### src/rtl/spram_arb2_if.sv
// Bus bundle between the two requesters, the arbiter and the shared SPRAM.
interface spram_arb2_if #(
    parameter int unsigned AW = 15
) ();
    // port 0: Forth core data bus
    logic          req0;
    logic          lock0;
    logic          we0;
    logic [AW-1:0] ai0;
    logic [31:0]   vi0;
    logic [3:0]    bmsk0;
    logic          gnt0;
    logic          rvalid0;
    logic [31:0]   rdata0;

    // port 1: debug/loader bus
    logic          req1;
    logic          lock1;
    logic          we1;
    logic [AW-1:0] ai1;
    logic [31:0]   vi1;
    logic [3:0]    bmsk1;
    logic          gnt1;
    logic          rvalid1;
    logic [31:0]   rdata1;

    // memory side
    logic          m_we;
    logic [AW-1:0] m_ai;
    logic [31:0]   m_vi;
    logic [3:0]    m_bmsk;
    logic [31:0]   m_vo;

    // arbiter view
    modport slave (
        input  req0, lock0, we0, ai0, vi0, bmsk0,
        output gnt0, rvalid0, rdata0,
        input  req1, lock1, we1, ai1, vi1, bmsk1,
        output gnt1, rvalid1, rdata1,
        output m_we, m_ai, m_vi, m_bmsk,
        input  m_vo
    );

    // requester + memory view
    modport master (
        output req0, lock0, we0, ai0, vi0, bmsk0,
        input  gnt0, rvalid0, rdata0,
        output req1, lock1, we1, ai1, vi1, bmsk1,
        input  gnt1, rvalid1, rdata1,
        input  m_we, m_ai, m_vi, m_bmsk,
        output m_vo
    );
endinterface

### src/rtl/spram_arb2.sv
// Two-port round-robin arbiter with bounded burst lock in front of one SPRAM.
module spram_arb2 #(
    parameter int unsigned BURST_MAX = 8,
    parameter int unsigned AW        = 15
) (
    input  logic         clk,
    input  logic         rst,
    spram_arb2_if.slave  io_bus
);
    localparam int unsigned    BW   = $clog2(BURST_MAX + 1);
    localparam logic [BW-1:0]  BMAX = BW'(BURST_MAX);

    logic          r_prio;     // port preferred when both request
    logic          r_owner;    // last granted port
    logic          r_gl;       // some port was granted last cycle
    logic [BW-1:0] r_bcnt;     // consecutive locked grants to owner
    logic          r_rpend;    // read issued last cycle
    logic          r_rsel;     // port that issued that read

    logic          w_own_req;
    logic          w_own_lock;
    logic          w_oth_req;
    logic          w_cont;
    logic          w_gnt0;
    logic          w_gnt1;
    logic          w_gnt_any;
    logic          w_gsel;
    logic          w_glock;
    logic          w_gwe;
    logic [BW-1:0] w_bcnt_nxt;
    logic          w_m_we;
    logic [AW-1:0] w_m_ai;
    logic [31:0]   w_m_vi;
    logic [3:0]    w_m_bmsk;

    // Grant decision: lock continuation, then lone requester, then round-robin.
    always_comb begin
        w_own_req  = r_owner ? io_bus.req1  : io_bus.req0;
        w_own_lock = r_owner ? io_bus.lock1 : io_bus.lock0;
        w_oth_req  = r_owner ? io_bus.req0  : io_bus.req1;
        w_cont     = r_gl && w_own_req && w_own_lock && ((r_bcnt < BMAX) || !w_oth_req);
        w_gnt0     = 1'b0;
        w_gnt1     = 1'b0;
        if (!rst) begin
            if (w_cont) begin
                w_gnt0 = !r_owner;
                w_gnt1 = r_owner;
            end else if (io_bus.req0 && !io_bus.req1) begin
                w_gnt0 = 1'b1;
            end else if (io_bus.req1 && !io_bus.req0) begin
                w_gnt1 = 1'b1;
            end else if (io_bus.req0 && io_bus.req1) begin
                w_gnt0 = !r_prio;
                w_gnt1 = r_prio;
            end
        end
        w_gnt_any = w_gnt0 || w_gnt1;
        w_gsel    = w_gnt1;
        w_glock   = w_gsel ? io_bus.lock1 : io_bus.lock0;
        w_gwe     = w_gsel ? io_bus.we1   : io_bus.we0;
    end

    // Burst length bookkeeping; a locked grant that follows the owner's own grant extends the run.
    always_comb begin
        w_bcnt_nxt = '0;
        if (w_gnt_any) begin
            if (w_glock && r_gl && (w_gsel == r_owner)) begin
                w_bcnt_nxt = (r_bcnt == BMAX) ? BMAX : BW'(r_bcnt + 1'b1);
            end else begin
                w_bcnt_nxt = w_glock ? BW'(1) : '0;
            end
        end
    end

    // Memory mux; idle cycles park the address/data on port 0.
    always_comb begin
        w_m_we   = 1'b0;
        w_m_bmsk = 4'h0;
        w_m_ai   = io_bus.ai0;
        w_m_vi   = io_bus.vi0;
        if (w_gnt0) begin
            w_m_we   = io_bus.we0;
            w_m_bmsk = io_bus.bmsk0;
        end else if (w_gnt1) begin
            w_m_we   = io_bus.we1;
            w_m_ai   = io_bus.ai1;
            w_m_vi   = io_bus.vi1;
            w_m_bmsk = io_bus.bmsk1;
        end
    end

    assign io_bus.gnt0   = w_gnt0;
    assign io_bus.gnt1   = w_gnt1;
    assign io_bus.m_we   = w_m_we;
    assign io_bus.m_ai   = w_m_ai;
    assign io_bus.m_vi   = w_m_vi;
    assign io_bus.m_bmsk = w_m_bmsk;

    // Read return steering; a read in flight across reset is dropped.
    assign io_bus.rvalid0 = r_rpend && !r_rsel && !rst;
    assign io_bus.rvalid1 = r_rpend &&  r_rsel && !rst;
    assign io_bus.rdata0  = io_bus.m_vo;
    assign io_bus.rdata1  = io_bus.m_vo;

    // Arbiter state and read tag update.
    always_ff @(posedge clk) begin
        if (rst) begin
            r_prio  <= 1'b0;
            r_owner <= 1'b0;
            r_gl    <= 1'b0;
            r_bcnt  <= '0;
            r_rpend <= 1'b0;
            r_rsel  <= 1'b0;
        end else begin
            r_gl    <= w_gnt_any;
            r_bcnt  <= w_bcnt_nxt;
            r_rpend <= w_gnt_any && !w_gwe;
            r_rsel  <= w_gsel;
            if (w_gnt_any) begin
                r_prio  <= ~w_gsel;
                r_owner <= w_gsel;
            end
        end
    end
endmodule

### src/flat_wrapper.sv
// flat-port wrapper written by rule: the top's interface ports become plain ports
module spram_arb2_flat 
#(
    parameter int unsigned BURST_MAX = 8,
    parameter int unsigned AW        = 15
)
  (clk, rst, io_bus_req0, io_bus_lock0, io_bus_we0, io_bus_ai0, io_bus_vi0, io_bus_bmsk0, io_bus_gnt0, io_bus_rvalid0, io_bus_rdata0, io_bus_req1, io_bus_lock1, io_bus_we1, io_bus_ai1, io_bus_vi1, io_bus_bmsk1, io_bus_gnt1, io_bus_rvalid1, io_bus_rdata1, io_bus_m_we, io_bus_m_ai, io_bus_m_vi, io_bus_m_bmsk, io_bus_m_vo);
  spram_arb2_if #(.AW(AW)) io_bus_i ();
  input  logic clk;
  input  logic rst;
  input wire logic [$bits(io_bus_i.req0)-1:0] io_bus_req0;
  input wire logic [$bits(io_bus_i.lock0)-1:0] io_bus_lock0;
  input wire logic [$bits(io_bus_i.we0)-1:0] io_bus_we0;
  input wire logic [$bits(io_bus_i.ai0)-1:0] io_bus_ai0;
  input wire logic [$bits(io_bus_i.vi0)-1:0] io_bus_vi0;
  input wire logic [$bits(io_bus_i.bmsk0)-1:0] io_bus_bmsk0;
  output wire logic [$bits(io_bus_i.gnt0)-1:0] io_bus_gnt0;
  output wire logic [$bits(io_bus_i.rvalid0)-1:0] io_bus_rvalid0;
  output wire logic [$bits(io_bus_i.rdata0)-1:0] io_bus_rdata0;
  input wire logic [$bits(io_bus_i.req1)-1:0] io_bus_req1;
  input wire logic [$bits(io_bus_i.lock1)-1:0] io_bus_lock1;
  input wire logic [$bits(io_bus_i.we1)-1:0] io_bus_we1;
  input wire logic [$bits(io_bus_i.ai1)-1:0] io_bus_ai1;
  input wire logic [$bits(io_bus_i.vi1)-1:0] io_bus_vi1;
  input wire logic [$bits(io_bus_i.bmsk1)-1:0] io_bus_bmsk1;
  output wire logic [$bits(io_bus_i.gnt1)-1:0] io_bus_gnt1;
  output wire logic [$bits(io_bus_i.rvalid1)-1:0] io_bus_rvalid1;
  output wire logic [$bits(io_bus_i.rdata1)-1:0] io_bus_rdata1;
  output wire logic [$bits(io_bus_i.m_we)-1:0] io_bus_m_we;
  output wire logic [$bits(io_bus_i.m_ai)-1:0] io_bus_m_ai;
  output wire logic [$bits(io_bus_i.m_vi)-1:0] io_bus_m_vi;
  output wire logic [$bits(io_bus_i.m_bmsk)-1:0] io_bus_m_bmsk;
  input wire logic [$bits(io_bus_i.m_vo)-1:0] io_bus_m_vo;
  assign io_bus_i.req0 = io_bus_req0;
  assign io_bus_i.lock0 = io_bus_lock0;
  assign io_bus_i.we0 = io_bus_we0;
  assign io_bus_i.ai0 = io_bus_ai0;
  assign io_bus_i.vi0 = io_bus_vi0;
  assign io_bus_i.bmsk0 = io_bus_bmsk0;
  assign io_bus_gnt0 = io_bus_i.gnt0;
  assign io_bus_rvalid0 = io_bus_i.rvalid0;
  assign io_bus_rdata0 = io_bus_i.rdata0;
  assign io_bus_i.req1 = io_bus_req1;
  assign io_bus_i.lock1 = io_bus_lock1;
  assign io_bus_i.we1 = io_bus_we1;
  assign io_bus_i.ai1 = io_bus_ai1;
  assign io_bus_i.vi1 = io_bus_vi1;
  assign io_bus_i.bmsk1 = io_bus_bmsk1;
  assign io_bus_gnt1 = io_bus_i.gnt1;
  assign io_bus_rvalid1 = io_bus_i.rvalid1;
  assign io_bus_rdata1 = io_bus_i.rdata1;
  assign io_bus_m_we = io_bus_i.m_we;
  assign io_bus_m_ai = io_bus_i.m_ai;
  assign io_bus_m_vi = io_bus_i.m_vi;
  assign io_bus_m_bmsk = io_bus_i.m_bmsk;
  assign io_bus_i.m_vo = io_bus_m_vo;
  spram_arb2 #(.BURST_MAX(BURST_MAX), .AW(AW)) u_core (.clk(clk), .rst(rst), .io_bus(io_bus_i));
endmodule
### config.mk
export PLATFORM = sky130hd
export DESIGN_NAME = spram_arb2_flat
export DESIGN_NICKNAME = d
export VERILOG_FILES = /design/src/rtl/spram_arb2_if.sv /design/src/rtl/spram_arb2.sv /design/src/flat_wrapper.sv
export SDC_FILE = /design/constraint.sdc
export NUM_CORES = 1
export LEC_CHECK = 0
export CAP_MARGIN = 10
export CORE_MARGIN = 4
export CORE_UTILIZATION = 35
export DETAILED_ROUTE_END_ITERATION = 12
export PLACE_DENSITY = 0.82
export SKIP_LAST_GASP = 1
export SYNTH_ARGS = -nofsm -noshare
export SYNTH_HDL_FRONTEND = slang
export SYNTH_SLANG_ARGS = --single-unit
### constraint.sdc
create_clock -name clk -period 3 [get_ports clk]
set_clock_uncertainty 0.1 [all_clocks]
set_input_delay 0.6 -clock clk [delete_from_list [all_inputs] [get_ports clk]]
set_output_delay 0.6 -clock clk [all_outputs]
set_load 0.03 [all_outputs]
## Word level (Yosys, flattened, before mapping)

Cells that the tools add are included.

| storage, ports and cells | value |
|---|---|
| flip-flop bits (word level) | 9 |

| operators by class | value |
|---|---|
| bitwise logic cells | 2 |
| reduce and logical (&&, ||, !) cells | 24 |
| multiplexer cells | 26 |
| $add $sub $neg | 1 |
| magnitude comparators | 1 |
| eq/ne operators | 2 |

Operators with widths:

| operator | count |
|---|---|
| $mux 32 | 2 |
| $mux 15 | 2 |
| $mux 1 | 18 |
| $mux 4 | 4 |
| $logic_and 1x1->1 | 13 |
| $logic_not 1->1 | 8 |
| $add 4x1->4 const B | 1 |
| $eq 4x4->1 const B | 1 |
| $lt 4x4->1 const B | 1 |
| $logic_or 1x1->1 | 2 |
| $not 1->1 | 2 |
| $reduce_or 2->1 | 1 |
| $eq 1x1->1 | 1 |

## Depth between registers and ports, before layout

| depth | value |
|---|---|
| depth after elaboration | 10 |
| mapped depth | 8 |
| mapped depth without buffers | 6 |

## Worst setup path after synthesis

Ideal clock, no wire load.

| timing | value |
|---|---|
| path kind | in2out |
| start | in io_bus_req0 |
| end | out io_bus_gnt1 |
| stages on the path | 7 |
| data arrival time | 2.122 ns |
| path slack | 0.178 ns |
| path buffers | 4 |
| cells stage by stage | buf_2 and2_1 or2_1 buf_2 buf_2 buf_1 a21oi_1 |

| on the way | value |
|---|---|
| cells in the longest elaborated chain, start to end | 6 |
| elaborated cells between the ends (all ways) | 16 |
| those cells by class | mux (7); reduce/logical (9) |

RTL lines:

| what | RTL line | source |
|---|---|---|
| start: declaration | flat_wrapper.sv:11 | `input wire logic [$bits(io_bus_i.req0)-1:0] io_bus_req0;` |
| $logic_and 1x1->1 (tied with other cells) | spram_arb2.sv:52 | `end else if (io_bus.req0 && io_bus.req1) begin` |
| $mux 1 (tied with other cells) | spram_arb2.sv:52 |  |
| $mux 1 (tied with other cells) | spram_arb2.sv:50 | `end else if (io_bus.req1 && !io_bus.req0) begin` |
| $mux 1 or $logic_and 1x1->1 (tied branches) | spram_arb2.sv:48, spram_arb2.sv:41 |  |
| $mux 1 * | spram_arb2.sv:45 | `if (w_cont) begin` |
| $mux 1 * | spram_arb2.sv:44 | `if (!rst) begin` |
| end: declaration | flat_wrapper.sv:26 | `output wire logic [$bits(io_bus_i.gnt1)-1:0] io_bus_gnt1;` |

Mark *: on every way between the ends. The rest lies on a longest branch, timed or not.

## Worst setup path in the final report

| timing | value |
|---|---|
| start | in io_bus_req1 |
| end | out io_bus_m_ai[0] |

| on the way | value |
|---|---|
| cells in the longest elaborated chain, start to end | 8 |
| elaborated cells between the ends (all ways) | 23 |
| those cells by class | mux (14); reduce/logical (9) |

RTL lines:

| what | RTL line | source |
|---|---|---|
| start: declaration | flat_wrapper.sv:20 | `input wire logic [$bits(io_bus_i.req1)-1:0] io_bus_req1;` |
| $logic_and 1x1->1 (tied with other cells) | spram_arb2.sv:52 |  |
| $mux 1 (tied with other cells) | spram_arb2.sv:52 |  |
| $mux 1 (tied with other cells) | spram_arb2.sv:50 |  |
| $mux 1 or $logic_and 1x1->1 (tied branches) | spram_arb2.sv:48, spram_arb2.sv:41 |  |
| $mux 1 | spram_arb2.sv:45 |  |
| $mux 1 | spram_arb2.sv:44 |  |
| $mux 15 | spram_arb2.sv:84 | `end else if (w_gnt1) begin` |
| $mux 15 * | spram_arb2.sv:81 | `if (w_gnt0) begin` |
| end: declaration | flat_wrapper.sv:30 | `output wire logic [$bits(io_bus_i.m_ai)-1:0] io_bus_m_ai;` |

Marks and branches as above.

==> metrics <==
Worst Max-Slew Pin Slew=roughly 0.53 ns; P_leak=roughly 1.7 nW; critical path arrival=between 2 and 2.5 ns; failing checks=setup timing; first-pass GRT wire length=between 20000 and 25000 um; hold depth=2; f_max=approximately 330 MHz; Max-slew headroom=approximately two thirds; Global Route Usage Sum=21.2%; GPL Wtd Cong=just under 0.9; WHS=just over 0.4 ns; clock latency on the worst-skew pair=roughly 0.24 ns; Die H=around 110 um; library cells used by synthesis=39; register-to-register setup slack=between 1 and 1.5 ns; sequential share of the synthesized area=5.28%; power per standard cell area=between 200 and 250 mW/mm^2; Residual DRC=0; FF-to-FF Start=u_core.r_owner; # placed instances=about 690; fin cells=701; commonest cells in the netlist=buf_4, nand3_1, a311oi_1, and2_1, nand4_1; clock sinks=9; worst r2r path cells=6; largest net degree at the start of global routing=62; # nets final=between 700 and 800; Yosys top cell by area=buf_4; post-synth top area share=between 15 and 20%; Post-Synthesis Cell Area=0.00341 mm^2; final WL=~14000 um; main flop type after synthesis=dfxtp_1; fill count=between 800 and 900; dominant cells by area after synthesis=buf_4, a311oi_1, nor4b_1, o211ai_1, and2_1; Final min period=about 3.1 ns; outcome=finished, violations left; die area=approximately 0.011 mm^2; total CTS buffers=3; GR Overflow Total=0; Avg Cell Area, Syn=between 6 and 7 um^2; EDFF count, synth=0; cells after synthesis=between 400 and 500; number of global-route vias before repair=~4300; Area Growth Syn to Fin=49.7%; # rows=35; Max Cap Violations=0; Final Hold Violating Endpoints=0; Critical Path End Type=output pin; CTS Buffer Depth=2; async set-reset flop share out of synthesis=0%; Worst Setup Start Kind=input pin; Syn. warnings=0; post-synth net total=634; Post-DRT Antenna Nets=0; unrepaired setup endpoints after global routing=true; PortBufs=about 170; Via Count=between 4000 and 5000; H-Tree Depth=1; initial antenna violation count=0; critical-path maximum fanout=19; Max VDD drop=about 130 uV; reg2reg end=u_core.r_rpend; Hold Path Origin=u_core.r_bcnt[2]; total negative slack=-0.121 ns; Initial Util=36.4%; WL/cell=approximately 20 um; dominant cell by count in the synthesized netlist=buf_4; drt pass-1 iters=6; CTS Hold Buffers Added=0; fin crit share=102%; I/O Pins=262; dpl hpwl=between 9000 and 10000 um; ANT cells=0; Worst-path clk slew=around 0.050 ns; worst setup margin=-0.0517 ns; Die X=around 110 um; Yosys reg bits=9; CTS tree=done; Worst Path Required=between 2 and 2.5 ns; clk root buf=clkbuf_8; Final Max Tran Viols=0; Min-Delay Endpoint=u_core.r_bcnt[2]; # setup viols final=5; initial drt markers=approximately 390; share of cells above drive strength 1=between 20% and 30%; Setup Crit Path Kind=in2out; Vias/cell=6.39; core area=0.00937 mm^2; Min-Delay Path Class=reg2reg
## cells in the final DEF (no fill, tap or decap), types with 2 or more instances in the layout
cell type,instances
nand2_1,3
buf_6,3
a21oi_1,6
a32o_1,6
o211ai_1,47
nor3_1,2
nor3b_1,2
buf_4,64
nor4b_2,6
clkdlybuf4s50_1,105
inv_1,7
nand3_1,49
and2_1,47
dfxtp_1,9
clkbuf_8,3
a311oi_2,27
nor2_1,5
buf_2,10
nor2b_1,4
a311oi_1,21
clkbuf_2,5
nand4_1,48
clkbuf_16,3
clkdlybuf4s15_2,7
ha_1,2
nor4b_1,41
and3_1,2
nand2_2,2
buf_12,8
## sequential cells by signal (all words and copies together) (netlist names)
name            flops
u_core.r_bcnt       4
u_core.r_gl         1
u_core.r_owner      1
u_core.r_prio       1
u_core.r_rpend      1
u_core.r_rsel       1
## worst max-delay path by stage
stage,end,from,slack [ns],cells past startpoint
after floorplan,io_bus_gnt1,io_bus_req0,0.18,7
after global placement,io_bus_m_ai[2],io_bus_lock1,-0.54,7
after detailed placement,io_bus_m_ai[5],io_bus_req0,-0.62,7
after CTS,io_bus_m_ai[2],io_bus_lock1,-0.009,7
after global routing,io_bus_m_vi[5],io_bus_req1,-0.07,9
final,io_bus_m_ai[0],io_bus_req1,-0.05,9
## through the flow
| step | util (%) | power, mW | setup WS (ns) | instance area [um^2] |
|---|---|---|---|---|
| after floorplan | - | 0.747 | 0.178 | 3410 |
| after global placement | 50.0 | 0.964 | -0.544 | 4680 |
| after detailed placement | 50.0 | 0.981 | -0.616 | 4680 |
| after CTS | 52.1 | 1.14 | -0.00906 | 4890 |
| after global routing | 54.5 | 1.22 | -0.0678 | 5110 |
| final | 54.5 | 1.16 | -0.0517 | 5110 |
## cell type report
class	instances	area [um^2]	area share, %
Tap cell	129	161	3.16
Inverter	8	30.0	0.588
Clock buffer	4	45.0	0.881
Sequential cell	9	180	3.53
Multi-Input combinational cell	342	2660	52.0
Timing Repair Buffer	209	2040	39.9
## report_power, final
group | total, mW | switching, mW | internal (mW) | leakage [nW]
Combinational | 0.884 | 0.478 | 0.405 | 1.57
Sequential | 0.134 | 0.00742 | 0.127 | 0.0740
Clock | 0.145 | 0.0520 | 0.0930 | 0.0228
## critical path, cell delays in order
cell	delay, ns
buf_4	0.12
buf_4	0.12
nand4_1	0.18
or2_4	0.35
buf_12	0.16
buf_16	0.16
a311oi_1	0.29
o211ai_1	0.15
buf_4	0.19
## what timing repair did
item | 4_1_cts | 5_1_grt
endpoints found under the setup margin | 54 | 50
gates resized for setup | 75 | 62
cloned | 1 | 3
setup buffers | 3 | 1
pin swaps | 4 | 31
## metal layers
layer | track usage [%] | part of all wire, % | up-vias
met3 | 3.55 | 9.1 | 39
met4 | 7.21 | 2.1 | 0
met2 | 38.1 | 49 | 284
met5 | 0 | 0 | -
met1 | 25.5 | 40 | 2114
li1 | - | - | 2044
## cell families after synthesis
kind of cell,synth area share [%]
fa+ha+maj,0.733
mux,0.953
xor+xnor,0.257
flops,5.28
simple gates,41.6
compound gates,27.4
buf+inv,23.8
Power figures use the tool's default switching activity.
